[src/rtl/dmem_arbiter_if.sv]
`timescale 1ns/1ps
`default_nettype none
// ============================================================================
// Module   : dmem_arbiter_if
// Brief    : One 32-bit word requester port (req/ack handshake) of dmem_arbiter.
// Revision : 1.0 - initial release
// ============================================================================
interface dmem_arbiter_if #(
    parameter int ADDR_W = 12
) ();
    logic              req;
    logic              we;
    logic [ADDR_W-1:0] addr;
    logic [31:0]       wdata;
    logic [31:0]       rdata;
    logic              ack;

    modport master (output req, we, addr, wdata, input rdata, ack);
    modport slave  (input req, we, addr, wdata, output rdata, ack);
endinterface
`default_nettype wire

[src/rtl/dmem_arbiter.sv]
`timescale 1ns/1ps
`default_nettype none
// ============================================================================
// Module   : dmem_arbiter
// Brief    : Two-port word arbiter onto a byte-wide synchronous SRAM, big-endian
//            byte sequencing. Define DMEM_ARB_FIXED_PRI_EN for fixed port-0 priority.
// Revision : 1.0 - initial release
// ============================================================================
module dmem_arbiter #(
    parameter int ADDR_W = 12
) (
    input  logic              clk,
    input  logic              rst,
    dmem_arbiter_if.slave     m0,
    dmem_arbiter_if.slave     m1,
    output logic [ADDR_W-1:0] mem_addr,
    output logic              mem_we,
    output logic [7:0]        mem_wdata,
    input  logic [7:0]        mem_rdata,
    output logic              busy,
    output logic [1:0]        grant
);

    localparam logic [1:0] c_ST_IDLE = 2'd0;
    localparam logic [1:0] c_ST_XFER = 2'd1;
    localparam logic [1:0] c_ST_TAIL = 2'd2;
    localparam logic [1:0] c_ST_ACK  = 2'd3;

    logic [1:0]        r_state;
    logic [1:0]        r_cnt;
    logic              r_we;
    logic [ADDR_W-1:0] r_base;
    logic [31:0]       r_wdata;
    logic [1:0]        r_grant;
    logic [31:8]       r_rbuf;
    logic [31:0]       r_m0_rdata;
    logic [31:0]       r_m1_rdata;

    logic              w_pick0;
    logic              w_pick1;
    logic              w_xfer;

`ifdef DMEM_ARB_FIXED_PRI_EN
    assign w_pick1 = m1.req & ~m0.req;
`else
    // r_last_grant = 1 means port 1 owned the previous transaction
    logic              r_last_grant;
    assign w_pick1 = m1.req & (~m0.req | ~r_last_grant);
`endif
    assign w_pick0 = m0.req & ~w_pick1;

    always_ff @(posedge clk or posedge rst) begin
        if (rst) begin
            r_state    <= c_ST_IDLE;
            r_cnt      <= 2'd0;
            r_we       <= 1'b0;
            r_base     <= '0;
            r_wdata    <= 32'd0;
            r_grant    <= 2'b00;
            r_rbuf     <= 24'd0;
            r_m0_rdata <= 32'd0;
            r_m1_rdata <= 32'd0;
`ifndef DMEM_ARB_FIXED_PRI_EN
            r_last_grant <= 1'b1;
`endif
        end else begin
            case (r_state)
                c_ST_IDLE: begin
                    r_cnt <= 2'd0;
                    if (w_pick0 || w_pick1) begin
                        r_state <= c_ST_XFER;
                        r_grant <= {w_pick1, w_pick0};
                        r_we    <= w_pick1 ? m1.we    : m0.we;
                        r_base  <= w_pick1 ? m1.addr  : m0.addr;
                        r_wdata <= w_pick1 ? m1.wdata : m0.wdata;
                    end
                end
                c_ST_XFER: begin
                    // SRAM read data lags the address by one cycle
                    if (!r_we) begin
                        case (r_cnt)
                            2'd1:    r_rbuf[31:24] <= mem_rdata;
                            2'd2:    r_rbuf[23:16] <= mem_rdata;
                            2'd3:    r_rbuf[15:8]  <= mem_rdata;
                            default: ;
                        endcase
                    end
                    r_cnt <= r_cnt + 2'd1;
                    if (r_cnt == 2'd3) begin
                        r_state <= c_ST_TAIL;
                    end
                end
                c_ST_TAIL: begin
                    // Port rdata is loaded here so it is already valid while ack is high
                    if (!r_we) begin
                        if (r_grant[0]) begin
                            r_m0_rdata <= {r_rbuf, mem_rdata};
                        end else begin
                            r_m1_rdata <= {r_rbuf, mem_rdata};
                        end
                    end
                    r_state <= c_ST_ACK;
                end
                c_ST_ACK: begin
`ifndef DMEM_ARB_FIXED_PRI_EN
                    r_last_grant <= r_grant[1];
`endif
                    r_grant <= 2'b00;
                    r_state <= c_ST_IDLE;
                end
                default: r_state <= c_ST_IDLE;
            endcase
        end
    end

    assign w_xfer = (r_state == c_ST_XFER);

    always_comb begin
        mem_wdata = 8'h00;
        if (w_xfer) begin
            case (r_cnt)
                2'd0:    mem_wdata = r_wdata[31:24];
                2'd1:    mem_wdata = r_wdata[23:16];
                2'd2:    mem_wdata = r_wdata[15:8];
                default: mem_wdata = r_wdata[7:0];
            endcase
        end
    end

    assign mem_addr = w_xfer ? (r_base + ADDR_W'(r_cnt)) : '0;
    assign mem_we   = w_xfer & r_we;
    assign busy     = (r_state != c_ST_IDLE);
    assign grant    = r_grant;

    assign m0.ack   = (r_state == c_ST_ACK) & r_grant[0];
    assign m1.ack   = (r_state == c_ST_ACK) & r_grant[1];
    assign m0.rdata = r_m0_rdata;
    assign m1.rdata = r_m1_rdata;

endmodule
`default_nettype wire

[src/flat_wrapper.sv]
// flat-port wrapper written by rule: the top's interface ports become plain ports
module dmem_arbiter_flat 
#(
    parameter int ADDR_W = 12
)
  (clk, rst, mem_addr, mem_we, mem_wdata, mem_rdata, busy, grant, m0_req, m0_we, m0_addr, m0_wdata, m0_rdata, m0_ack, m1_req, m1_we, m1_addr, m1_wdata, m1_rdata, m1_ack);
  dmem_arbiter_if #(.ADDR_W(ADDR_W)) m0_i ();
  dmem_arbiter_if #(.ADDR_W(ADDR_W)) m1_i ();
  input  logic clk;
  input  logic rst;
  output logic [ADDR_W-1:0] mem_addr;
  output logic mem_we;
  output logic [7:0] mem_wdata;
  input  logic [7:0] mem_rdata;
  output logic busy;
  output logic [1:0] grant;
  input wire logic [$bits(m0_i.req)-1:0] m0_req;
  input wire logic [$bits(m0_i.we)-1:0] m0_we;
  input wire logic [$bits(m0_i.addr)-1:0] m0_addr;
  input wire logic [$bits(m0_i.wdata)-1:0] m0_wdata;
  output wire logic [$bits(m0_i.rdata)-1:0] m0_rdata;
  output wire logic [$bits(m0_i.ack)-1:0] m0_ack;
  input wire logic [$bits(m1_i.req)-1:0] m1_req;
  input wire logic [$bits(m1_i.we)-1:0] m1_we;
  input wire logic [$bits(m1_i.addr)-1:0] m1_addr;
  input wire logic [$bits(m1_i.wdata)-1:0] m1_wdata;
  output wire logic [$bits(m1_i.rdata)-1:0] m1_rdata;
  output wire logic [$bits(m1_i.ack)-1:0] m1_ack;
  assign m0_i.req = m0_req;
  assign m0_i.we = m0_we;
  assign m0_i.addr = m0_addr;
  assign m0_i.wdata = m0_wdata;
  assign m0_rdata = m0_i.rdata;
  assign m0_ack = m0_i.ack;
  assign m1_i.req = m1_req;
  assign m1_i.we = m1_we;
  assign m1_i.addr = m1_addr;
  assign m1_i.wdata = m1_wdata;
  assign m1_rdata = m1_i.rdata;
  assign m1_ack = m1_i.ack;
  dmem_arbiter #(.ADDR_W(ADDR_W)) u_core (.clk(clk), .rst(rst), .m0(m0_i), .m1(m1_i), .mem_addr(mem_addr), .mem_we(mem_we), .mem_wdata(mem_wdata), .mem_rdata(mem_rdata), .busy(busy), .grant(grant));
endmodule
[config.mk]
export PLATFORM = sky130hd
export DESIGN_NAME = dmem_arbiter_flat
export DESIGN_NICKNAME = d
export VERILOG_FILES = /design/src/rtl/dmem_arbiter_if.sv /design/src/rtl/dmem_arbiter.sv /design/src/flat_wrapper.sv
export SDC_FILE = /design/constraint.sdc
export NUM_CORES = 1
export LEC_CHECK = 0
export BUFFER_PORTS_ARGS = -buffer_cell sky130_fd_sc_hd__clkbuf_2
export CAP_MARGIN = 0
export CORE_ASPECT_RATIO = 1.1
export CORE_UTILIZATION = 47
export DETAILED_ROUTE_END_ITERATION = 8
export GPL_ROUTABILITY_DRIVEN = 0
export PLACE_DENSITY = 0.77
export SLEW_MARGIN = 20
export SYNTH_ARGS = -nofsm -noshare
export SYNTH_HDL_FRONTEND = slang
export SYNTH_SLANG_ARGS = --single-unit
[constraint.sdc]
create_clock -name clk -period 4.4 [get_ports clk]
set_clock_uncertainty 0.2 [all_clocks]
set_input_delay 0.22 -clock clk [delete_from_list [all_inputs] [get_ports clk]]
set_output_delay 0.22 -clock clk [all_outputs]
set_load 0.05 [all_outputs]
==> results of run 1 <==
## power by group through the flow
stage	logic [mW]	clock network (mW)	registers [mW]
final	3.50	1.43	2.40
after global placement	3.26	0	2.36
after CTS	3.45	1.45	2.39
after floorplan	1.53	0	3.37
after global routing	3.71	1.51	2.48
after detailed placement	3.34	0	2.41
## per-layer routing
layer	global-route usage, %	up-vias	routed length (µm)
met2	47.7	300	9010
met3	6.37	60	1080
met1	29.1	2645	6630
li1	-	2402	-
met5	0	-	0
met4	13.1	0	583
## tightest hold or removal path: cells and delay by family
| kind | cells | cell delay (ns) |
|---|---|---|
| simple gates | 2 | 0.17 |
| buf+inv | 1 | 0.15 |
| compound gates | 1 | 0.07 |
## metrics by stage
stage	power [mW]	worst slack, ns	hold slack [ns]	utilization (%)	std cells
after global routing	7.69	1.29	0.0428	68.3	975
final	7.33	1.50	0.0456	68.3	975
after detailed placement	5.75	1.99	0.270	56.2	843
after floorplan	4.90	0.229	0.171	-	514
after CTS	7.29	1.54	0.00100	68.2	974
after global placement	5.62	2.08	0.262	56.2	843
## state kept, by name, indices dropped and copies added, names as in the netlist
name,cells
u_core.r_we,1
u_core.r_wdata,32
u_core.r_state,2
u_core.r_rbuf,24
u_core.r_last_grant,1
u_core.grant,2
u_core.r_cnt,2
u_core.r_base,12
u_core.m1.rdata,32
u_core.m0.rdata,32
## worst paths after layout
kind                                     startpoint             endpoint  slack [ns]
worst min-delay path                         m1_req      u_core.grant[0]        0.05
max in group asynchronous                       rst  u_core.m1.rdata[21]        2.79
worst min register to register    u_core.r_wdata[2]    u_core.r_wdata[2]        0.29
worst max register to register  u_core.r_last_grant    u_core.r_wdata[4]        1.88
worst max-delay path              u_core.r_state[1]         mem_wdata[2]        1.50
min in group asynchronous                       rst     u_core.r_base[3]        0.33
## layout make-up
cell class / count / area [µm²]
clock buffers: 18 / 439
clock inverters: 14 / 158
fillers: 903 / 4170
inverters: 12 / 52.6
multi-input cells: 334 / 2640
flip-flops and latches: 140 / 3500
well taps: 161 / 201
repair buffers: 296 / 1990
## cells by family after synthesis
family                     share of synthesized area (%)
AOI/OAI and AO/OA                                   8.17
xor gates and xnor gates                           0.278
adders and majority gates                           2.30
buffers and inverters                               3.05
DFF                                                 55.6
muxes                                               23.3
and+or+nand+nor                                     7.28
## cell usage in the layout, fill, tap and decap left out, drive strengths merged, types with 2 or more instances in the layout
master / Yosys / routed
nor3b: 2 / 2
clkbuf: 16 / 209
or4: 3 / 3
nor2b: 2 / 2
clkinvlp: 0 / 2
or3: 3 / 3
and2: 4 / 4
o21ai: 50 / 50
nand2: 61 / 61
o31ai: 3 / 3
o21a: 8 / 8
ha: 10 / 10
clkinv: 1 / 6
mux2: 89 / 89
bufinv: 0 / 2
nand2b: 2 / 2
inv: 11 / 16
a22o: 3 / 3
dlygate4sd3: 0 / 100
nor2: 14 / 14
a21oi: 9 / 9
a222oi: 8 / 8
nand3: 6 / 6
dfrtp: 139 / 139
mux2i: 47 / 47
buf: 12 / 5
==> out/metrics.yaml, run 1 <==
ctsHoldBuffers: 99
root_buffer: "clkbuf_16"
ys_seq_area_share_pct: 55.6
vdd_ir_drop_max_mv: 0.387
track_usage_pct: 26.3
fin_area_mm2: 0.00899
finalCritPeriodShare_pct: 65.9
maxCapViolCount: 0
hold_violations: 0
clock_sinks: 140
grt-ovfl-total: 0
p_sw_share_pct: 46.3
cts_tree: "done"
crit_path_start_kind: "register"
arrival_ns: 2.48
areaGrowthSynthToFinish_pct: 42.5
synthesis.nets: 627
synth_top_area_share_pct: 55.1
synthesis.area_mm2: 0.00631
tns_ns: 0
post-synth-top-area-cell: "dfrtp_1"
grt_pass1_vias: 5762
viasPerCell: 5.55
antenna_cells: 0
post_cts_resize_count: 0
leakagePower_nw: 4.34
yosysMostFrequentCell: "dfrtp_1"
yosysUniqueCellTypes: 39
grt_pass1_wl_um: 28100
p_per_area_mw_per_mm2: 815
cts_max_level: 4
dpl.hpwl_um: 10300
synth_common_cells: "dfrtp_1, mux2_2, nand2_1, o21ai_0, mux2i_1"
drtAntennaViolNets: 0
min_period_ns: 2.90
min_path_cells: 4
critPathSlowestCell: "clkinv_1"
start_util_pct: 47.9
synth_area_leaders: "dfrtp_1, mux2_2, mux2i_1"
dieArea_mm2: 0.0139
synth_edf_count: 0
pwr-share-comb_pct: 47.8
finalSetupViolCount: 0
fmax_ghz: 0.345
end_kind: "output port"
final_nets: 914
fp-row-count: 44
slew_headroom_pct: 47.5
cp.required_ns: 3.98
path_class: "reg2out"
clk_path_buf_depth: 2
ys_ff_latch: 140
r2r_cells: 5
crit_fanout: 17
p_seq_share_pct: 32.8
clock_latency_ns: 0.41
wl_um: 17300
cts.clk_slew.worst_paths_ns: 0.06
antenna_found_initial: 0
postPlaceCellArea_mm2: 0.00739
io_pins: 192
wl_per_cell_um: 17.7
drcViolationCount: 0
die_h_um: 123
grt_max_degree: 116
synth_cells: 514
status: "completed"
postSynthAreaPerCell_um2: 12.3
io_buffer_count: 191
power_switching_mw: 3.40
fp.dieW_um: 112
hold_class: "in2reg"
power.share.clock_pct: 19.5
vias: 5407
drive_gt1_share_pct: 39.8
drtIter0Drc: 430
ys.warnings.count: 0
path_depth: 5
cts_buffers: 17
core_area_mm2: 0.0132
crit_chain: "inv_1 > ha_1 > clkinv_1 > nor2_1 > clkbuf_2"
maxSlewViolCount: 0
drtPass1Iterations: 5
ys.flop_type: "dfrtp_1"
intPower_mw: 3.93
cp_top_family: "buffers and inverters"
rsz0062_at_grt: "false"
tightestPinTransition_ns: 0.787
cpPeakStageDelay_ns: 0.54
async_flop_share_pct: 100
post_cts_buffers: 0
critPathBufInv: 3
Note: power is estimated with default switching activity, not from simulation.
==> run 2: changes to the inputs <==
clock period = 2.6 ns   (was 4.4 ns; I/O delays follow)
==> run 2 against run 1 <==
  * Worst setup slack worse by 1.5 ns
  * Design area up 2.2%
  * Routed wire length down 4.4%
  * Clock power up 79%
  * First-iteration DRC count down 27%
  * Clock-buffer cell count up 2
  * Global-route usage down 1.6 points
  * Combinational power up 71%
  * Via count down 2.6%
  * Critical path type unchanged
  * Highest routed layer unchanged
==> out/metrics.yaml, run 2 (synthesis results as in run 1) <==
status: "completed"  # unchanged
dieArea_mm2: 0.0139  # unchanged
hold_class: "in2reg"  # unchanged
drtAntennaViolNets: 0  # unchanged
drcViolationCount: 0  # unchanged
core_area_mm2: 0.0132  # unchanged
drive_gt1_share_pct: 41.4  # was 39.8%
cp.required_ns: 2.27  # was 3.98 ns
clock_sinks: 140  # unchanged
die_h_um: 123  # unchanged
maxCapViolCount: 0  # unchanged
crit_path_start_kind: "register"  # unchanged
grt_pass1_wl_um: 26400  # was 28100 µm
end_kind: "output port"  # unchanged
finalNonFillerCells: 982  # was 975
io_buffer_count: 191  # unchanged
fin_area_mm2: 0.00919  # was 0.00899 mm²
finalCritPeriodShare_pct: 98.6
cp_top_family: "simple AND/OR/NAND/NOR gates"  # was buffers and inverters
slew_headroom_pct: 38.5  # was 47.5%
crit_fanout: 5  # was 17
final_nets: 921  # was 914
rsz0062_at_grt: "true"  # was false
leakagePower_nw: 4.41  # was 4.34 nW
wl_um: 16500  # was 17300 µm
fmax_ghz: 0.390
start_util_pct: 47.9  # unchanged
cts_buffers: 17  # unchanged
tns_ns: 0  # unchanged
finalSetupViolCount: 0  # unchanged
wl_per_cell_um: 16.8  # was 17.7 µm
postPlaceCellArea_mm2: 0.00745  # was 0.00739 mm²
p_per_area_mw_per_mm2: 1370  # was 815 mW/mm²
min_period_ns: 2.56
hold_violations: 0  # unchanged
fp.dieW_um: 112  # unchanged
viasPerCell: 5.36  # was 5.55
root_buffer: "clkbuf_16"  # unchanged
dpl.hpwl_um: 10100  # was 10300 µm
crit_chain: "ha_2 > fa_2 > nand2_4 > or4_4 > a21oi_4 > buf_8"  # was inv_1 > ha_1 > clkinv_1 > nor2_1 > clkbuf_2
arrival_ns: 2.23  # was 2.48 ns
grt_pass1_vias: 5469  # was 5762
path_class: "reg2out"  # unchanged
areaGrowthSynthToFinish_pct: 45.7  # was 42.5%
maxSlewViolCount: 0  # unchanged
drtPass1Iterations: 5  # unchanged
critPathSlowestCell: "or4_4"  # was clkinv_1
antenna_found_initial: 0  # unchanged
grt_max_degree: 64  # was 116
most-common-layout-cells: "clkbuf_2, dfrtp_1, dlygate4sd3_1, mux2_2, nand2_1"  # unchanged
cpPeakStageDelay_ns: 0.51  # was 0.54 ns
critPathBufInv: 1  # was 3
power_mw: 12.6  # was 7.33 mW
cts_tree: "done"  # unchanged
io_pins: 192  # unchanged
vias: 5267  # was 5407
cts_max_level: 4  # unchanged
track_usage_pct: 24.8  # was 26.3%
tightestPinTransition_ns: 0.919  # was 0.787 ns
antenna_cells: 0  # unchanged
cts.clk_slew.worst_paths_ns: 0.06  # about the same
clock_latency_ns: 0.41  # about the same
vdd_ir_drop_max_mv: 0.665  # was 0.387 mV
layout_commonest_cell: "clkbuf_2"  # unchanged
drtIter0Drc: 315  # was 430
grt-ovfl-total: 0  # unchanged
fp-row-count: 44  # unchanged
placedCellCount: 847  # was 843
clk_path_buf_depth: 2  # unchanged
## run 2: changes by cell type in the layout (fill, tap and decap cells not counted), sizes merged, moves of 2 or more
cell,change
clkbuf,-2
buf,+10
bufinv,+2
inv,-4
## run 2: worst register-to-register path: stages (launching register included)
cell	delay, ns
dfstp_2	0.39
a21boi_4	0.17
buf_12	0.29
mux2i_1	0.34
dlygate4sd3_1	0.59
o21ai_0	0.12
## run 2: where the power goes
part	switching, mW	total, mW	internal (mW)
Sequential	0.788	4.08	3.29
Combinational	3.99	5.99	2.00
Clock	0.915	2.56	1.64
Total	5.69	12.6	6.93
## run 2: area by class of cell
class | instances | area, µm²
Tap cell | 161 | 201
Sequential cell | 140 | 3510
Fill cell | 895 | 3970
Multi-Input combinational cell | 334 | 2690
Clock inverter | 12 | 185
Timing Repair Buffer | 303 | 2110
Clock buffer | 20 | 447
Inverter | 12 | 52.6
## run 2: worst paths after layout
kind,endpoint,from,depth (start not counted),slack (ns)
setup reg to reg,u_core.r_wdata[25],u_core.r_last_grant,5,0.36
max in group asynchronous,u_core.r_rbuf[23],rst,4,1.34
setup / recovery,mem_addr[10],u_core.r_cnt[0],6,0.04
min in group asynchronous,u_core.m0.rdata[11],rst,3,0.15
hold / removal,u_core.grant[0],m1_req,4,0.04
hold reg to reg,u_core.r_wdata[30],u_core.r_wdata[30],2,0.28
## run 2: metal layers
metal	vias to the layer above	GRT usage [%]	share of wire (%)	wire length (µm)
met1	2585	29.1	41	6750
met4	0	9.67	1.8	301
met2	236	44.5	52	8600
li1	2413	-	-	-
met5	-	0	0	0
met3	33	5.39	5.4	894
## run 2: per-stage QoR
step	utilization (%)	hold WS (ns)	setup WS (ns)
6_report	69.8	0.0407	0.0356
5_1_grt	69.8	0.0878	-0.0639
4_1_cts	69.5	0.0259	0.00737
3_5_place_dp	56.7	0.0456	0.283
3_3_place_gp	56.7	0.0384	0.368
2_1_floorplan	-	0.0806	0.0898
## run 2: timing repair
action | 4_1_cts | 5_1_grt
endpoints found under the hold margin | 113 | 0
setup buffers | 1 | 1
cloned | 0 | 0
endpoints found under the setup margin | 6 | 18
hold buffers | 101 | 0
pin swaps | 3 | 1
gates resized for setup | 12 | 14
==> run 3: changes to the inputs <==
CELL_PAD_IN_SITES_DETAIL_PLACEMENT = 1   (was not set)
CELL_PAD_IN_SITES_GLOBAL_PLACEMENT = 2   (was not set)
CORE_UTILIZATION = 30   (was 47)
PLACE_DENSITY = not set   (was 0.77)
PLACE_DENSITY_LB_ADDON = 0.1   (was not set)
==> run 3 against run 2 <==
  * Worst setup slack improved by 0.025 ns
  * Design area increased by 0.97%
  * First-iteration DRC count decreased by 35%
  * Critical path depth decreased by 1
  * Non-clock buffer count increased by 1
  * Fmax increased by 1.0%
  * Routed wire length increased by 7.0%
  * Worst hold slack improved by 0.034 ns
  * Utilization decreased by 25 points
  * Die area increased by 56%
  * Critical path type unchanged
  * Total power decreased by 0.85%
==> out/metrics.yaml, run 3 (synthesis results as in run 1) <==
status: "completed"  # unchanged
io_pins: 192  # unchanged
fp-row-count: 55  # was 44
cts_buffers: 17  # unchanged
most-common-layout-cells: "clkbuf_2, dfrtp_1, dlygate4sd3_1, mux2_2, nand2_1"  # unchanged
hold_violations: 0  # unchanged
grt_pass1_wl_um: 28000  # was 26400 µm
placedCellCount: 943  # was 847
wl_per_cell_um: 16.4  # was 16.8 µm
cpPeakStageDelay_ns: 0.46  # was 0.51 ns
core_area_mm2: 0.0206  # was 0.0132 mm²
drcViolationCount: 0  # unchanged
path_class: "reg2out"  # unchanged
hold_class: "in2reg"  # unchanged
crit_chain: "ha_1 > a21oi_2 > or3_1 > a21oi_1 > clkbuf_2"  # was ha_2 > fa_2 > nand2_4 > or4_4 > a21oi_4 > buf_8
p_per_area_mw_per_mm2: 1350  # was 1370 mW/mm²
drive_gt1_share_pct: 42.0  # was 41.4%
track_usage_pct: 16.9  # was 24.8%
leakagePower_nw: 4.38  # was 4.41 nW
cp.required_ns: 2.27  # about the same
setup_slack_ns: 0.0611  # was 0.0356 ns
layout_commonest_cell: "clkbuf_2"  # unchanged
start_util_pct: 30.7  # was 47.9%
min_period_ns: 2.54  # was 2.56 ns
crit_fanout: 8  # was 5
wl_um: 17700  # was 16500 µm
root_buffer: "clkbuf_16"  # unchanged
critPathSlowestCell: "dfrtp_2"  # was or4_4
clock_latency_ns: 0.42  # was 0.41 ns
arrival_ns: 2.21  # was 2.23 ns
drtPass1Iterations: 4  # was 5
antenna_cells: 0  # unchanged
pre_cts_ws_ns: 0.211  # was 0.283 ns
vias: 5088  # was 5267
end_kind: "output port"  # unchanged
finalCritPeriodShare_pct: 97.7  # was 98.6%
crit_path_start_kind: "register"  # unchanged
tightestPinTransition_ns: 0.976  # was 0.919 ns
fillerInstances: 2239  # was 895
final_nets: 922  # was 921
grt_max_degree: 141  # was 64
die_h_um: 154  # was 123 µm
clock_sinks: 140  # unchanged
fp.dieW_um: 140  # was 112 µm
antenna_found_initial: 0  # unchanged
finalNonFillerCells: 1078  # was 982
dpl.hpwl_um: 12300  # was 10100 µm
slew_headroom_pct: 34.7  # was 38.5%
maxSlewViolCount: 0  # unchanged
hold_ws_ns: 0.0742  # was 0.0407 ns
cts.clk_slew.worst_paths_ns: 0.06  # about the same
multi_input_area_mm2: 0.00269  # unchanged
finalSetupViolCount: 0  # unchanged
dieArea_mm2: 0.0216  # was 0.0139 mm²
seqCellArea_mm2: 0.00351  # about the same
vdd_ir_drop_max_mv: 0.515  # was 0.665 mV
io_buffer_count: 191  # unchanged
clk_path_buf_depth: 2  # unchanged
power_mw: 12.5  # was 12.6 mW
viasPerCell: 4.72  # was 5.36
areaGrowthSynthToFinish_pct: 47.1  # was 45.7%
grt-ovfl-total: 0  # unchanged
drtIter0Drc: 205  # was 315
grt_pass1_vias: 5277  # was 5469
cts_max_level: 4  # unchanged
cts_tree: "done"  # unchanged
maxCapViolCount: 0  # unchanged
drtAntennaViolNets: 0  # unchanged
rsz0062_at_grt: "true"  # unchanged
fmax_ghz: 0.394  # was 0.390 GHz
==> run 3: cell count changes in the layout (fill, tap and decap cells not counted), moves of 2 or more <==
cell	previous run	this run
bufinv_16	4	1
clkbuf_1	2	0
clkinv_4	4	1
inv_6	2	7
==> run 3: what timing repair did <==
| action | CTS | global route |
|---|---|---|
| hold buffers | 101 | 0 |
| pin swaps | 2 | 2 |
| gates resized for setup | 15 | 12 |
| hold endpoints to repair | 225 | 0 |
| setup buffers | 2 | 0 |
| setup endpoints to repair | 12 | 9 |
| cloned | 0 | 0 |
==> run 3: path summary, 6_finish.rpt <==
check,slack (ns),to,from,cells after the start
min in group asynchronous,0.20,u_core.m0.rdata[14],rst,4
max in group asynchronous,1.32,u_core.r_base[1],rst,4
worst max register to register,0.45,u_core.r_wdata[23],u_core.r_last_grant,5
worst min register to register,0.28,u_core.r_wdata[2],u_core.r_wdata[2],2
worst min-delay path,0.07,u_core.grant[0],m1_req,4
worst max-delay path,0.06,mem_addr[5],u_core.r_cnt[1],5
==> run 3: area by class of cell <==
cell class,count,share of cell area [%]
clock buffers,18,4.73
clock inverters,14,1.62
inverters,12,0.539
multi-input cells,334,28.9
flip-flops and latches,140,37.8
well taps,256,3.45
repair buffers,304,22.9
==> run 3: where the power goes <==
group / total, mW / leakage, nW / internal (mW) / switching (mW)
Combinational: 6.01 / 2.41 / 2.04 / 3.97
Sequential: 4.09 / 1.69 / 3.29 / 0.796
Clock: 2.42 / 0.280 / 1.38 / 1.04
==> run 3: metal layers <==
metal / share of wire, % / track usage, % / vias to the layer above
li1: - / - / 2405
met1: 43 / 20.1 / 2531
met2: 52 / 30.4 / 139
met3: 4.0 / 3.43 / 13
met4: 0.93 / 5.34 / 0
met5: 0 / 0 / -
==> run 3: metrics by stage <==
| step | utilization (%) | setup TNS, ns | area (µm²) |
|---|---|---|---|
| floorplan | - | 0 | 6310 |
| global placement | 36.9 | 0 | 7590 |
| detailed placement | 36.9 | 0 | 7590 |
| CTS | 45.0 | 0 | 9260 |
| global route | 45.1 | -0.00876 | 9280 |
| finish | 45.1 | 0 | 9280 |
==> run 3: critical path: cells and delay by family, from the launching register on <==
kind / cells / cell delay [ns]
AOI/OAI and AO/OA: 2 / 0.35
adders and majority gates: 1 / 0.31
buffers and inverters: 1 / 0.32
DFF: 1 / 0.46
and+or+nand+nor: 1 / 0.36
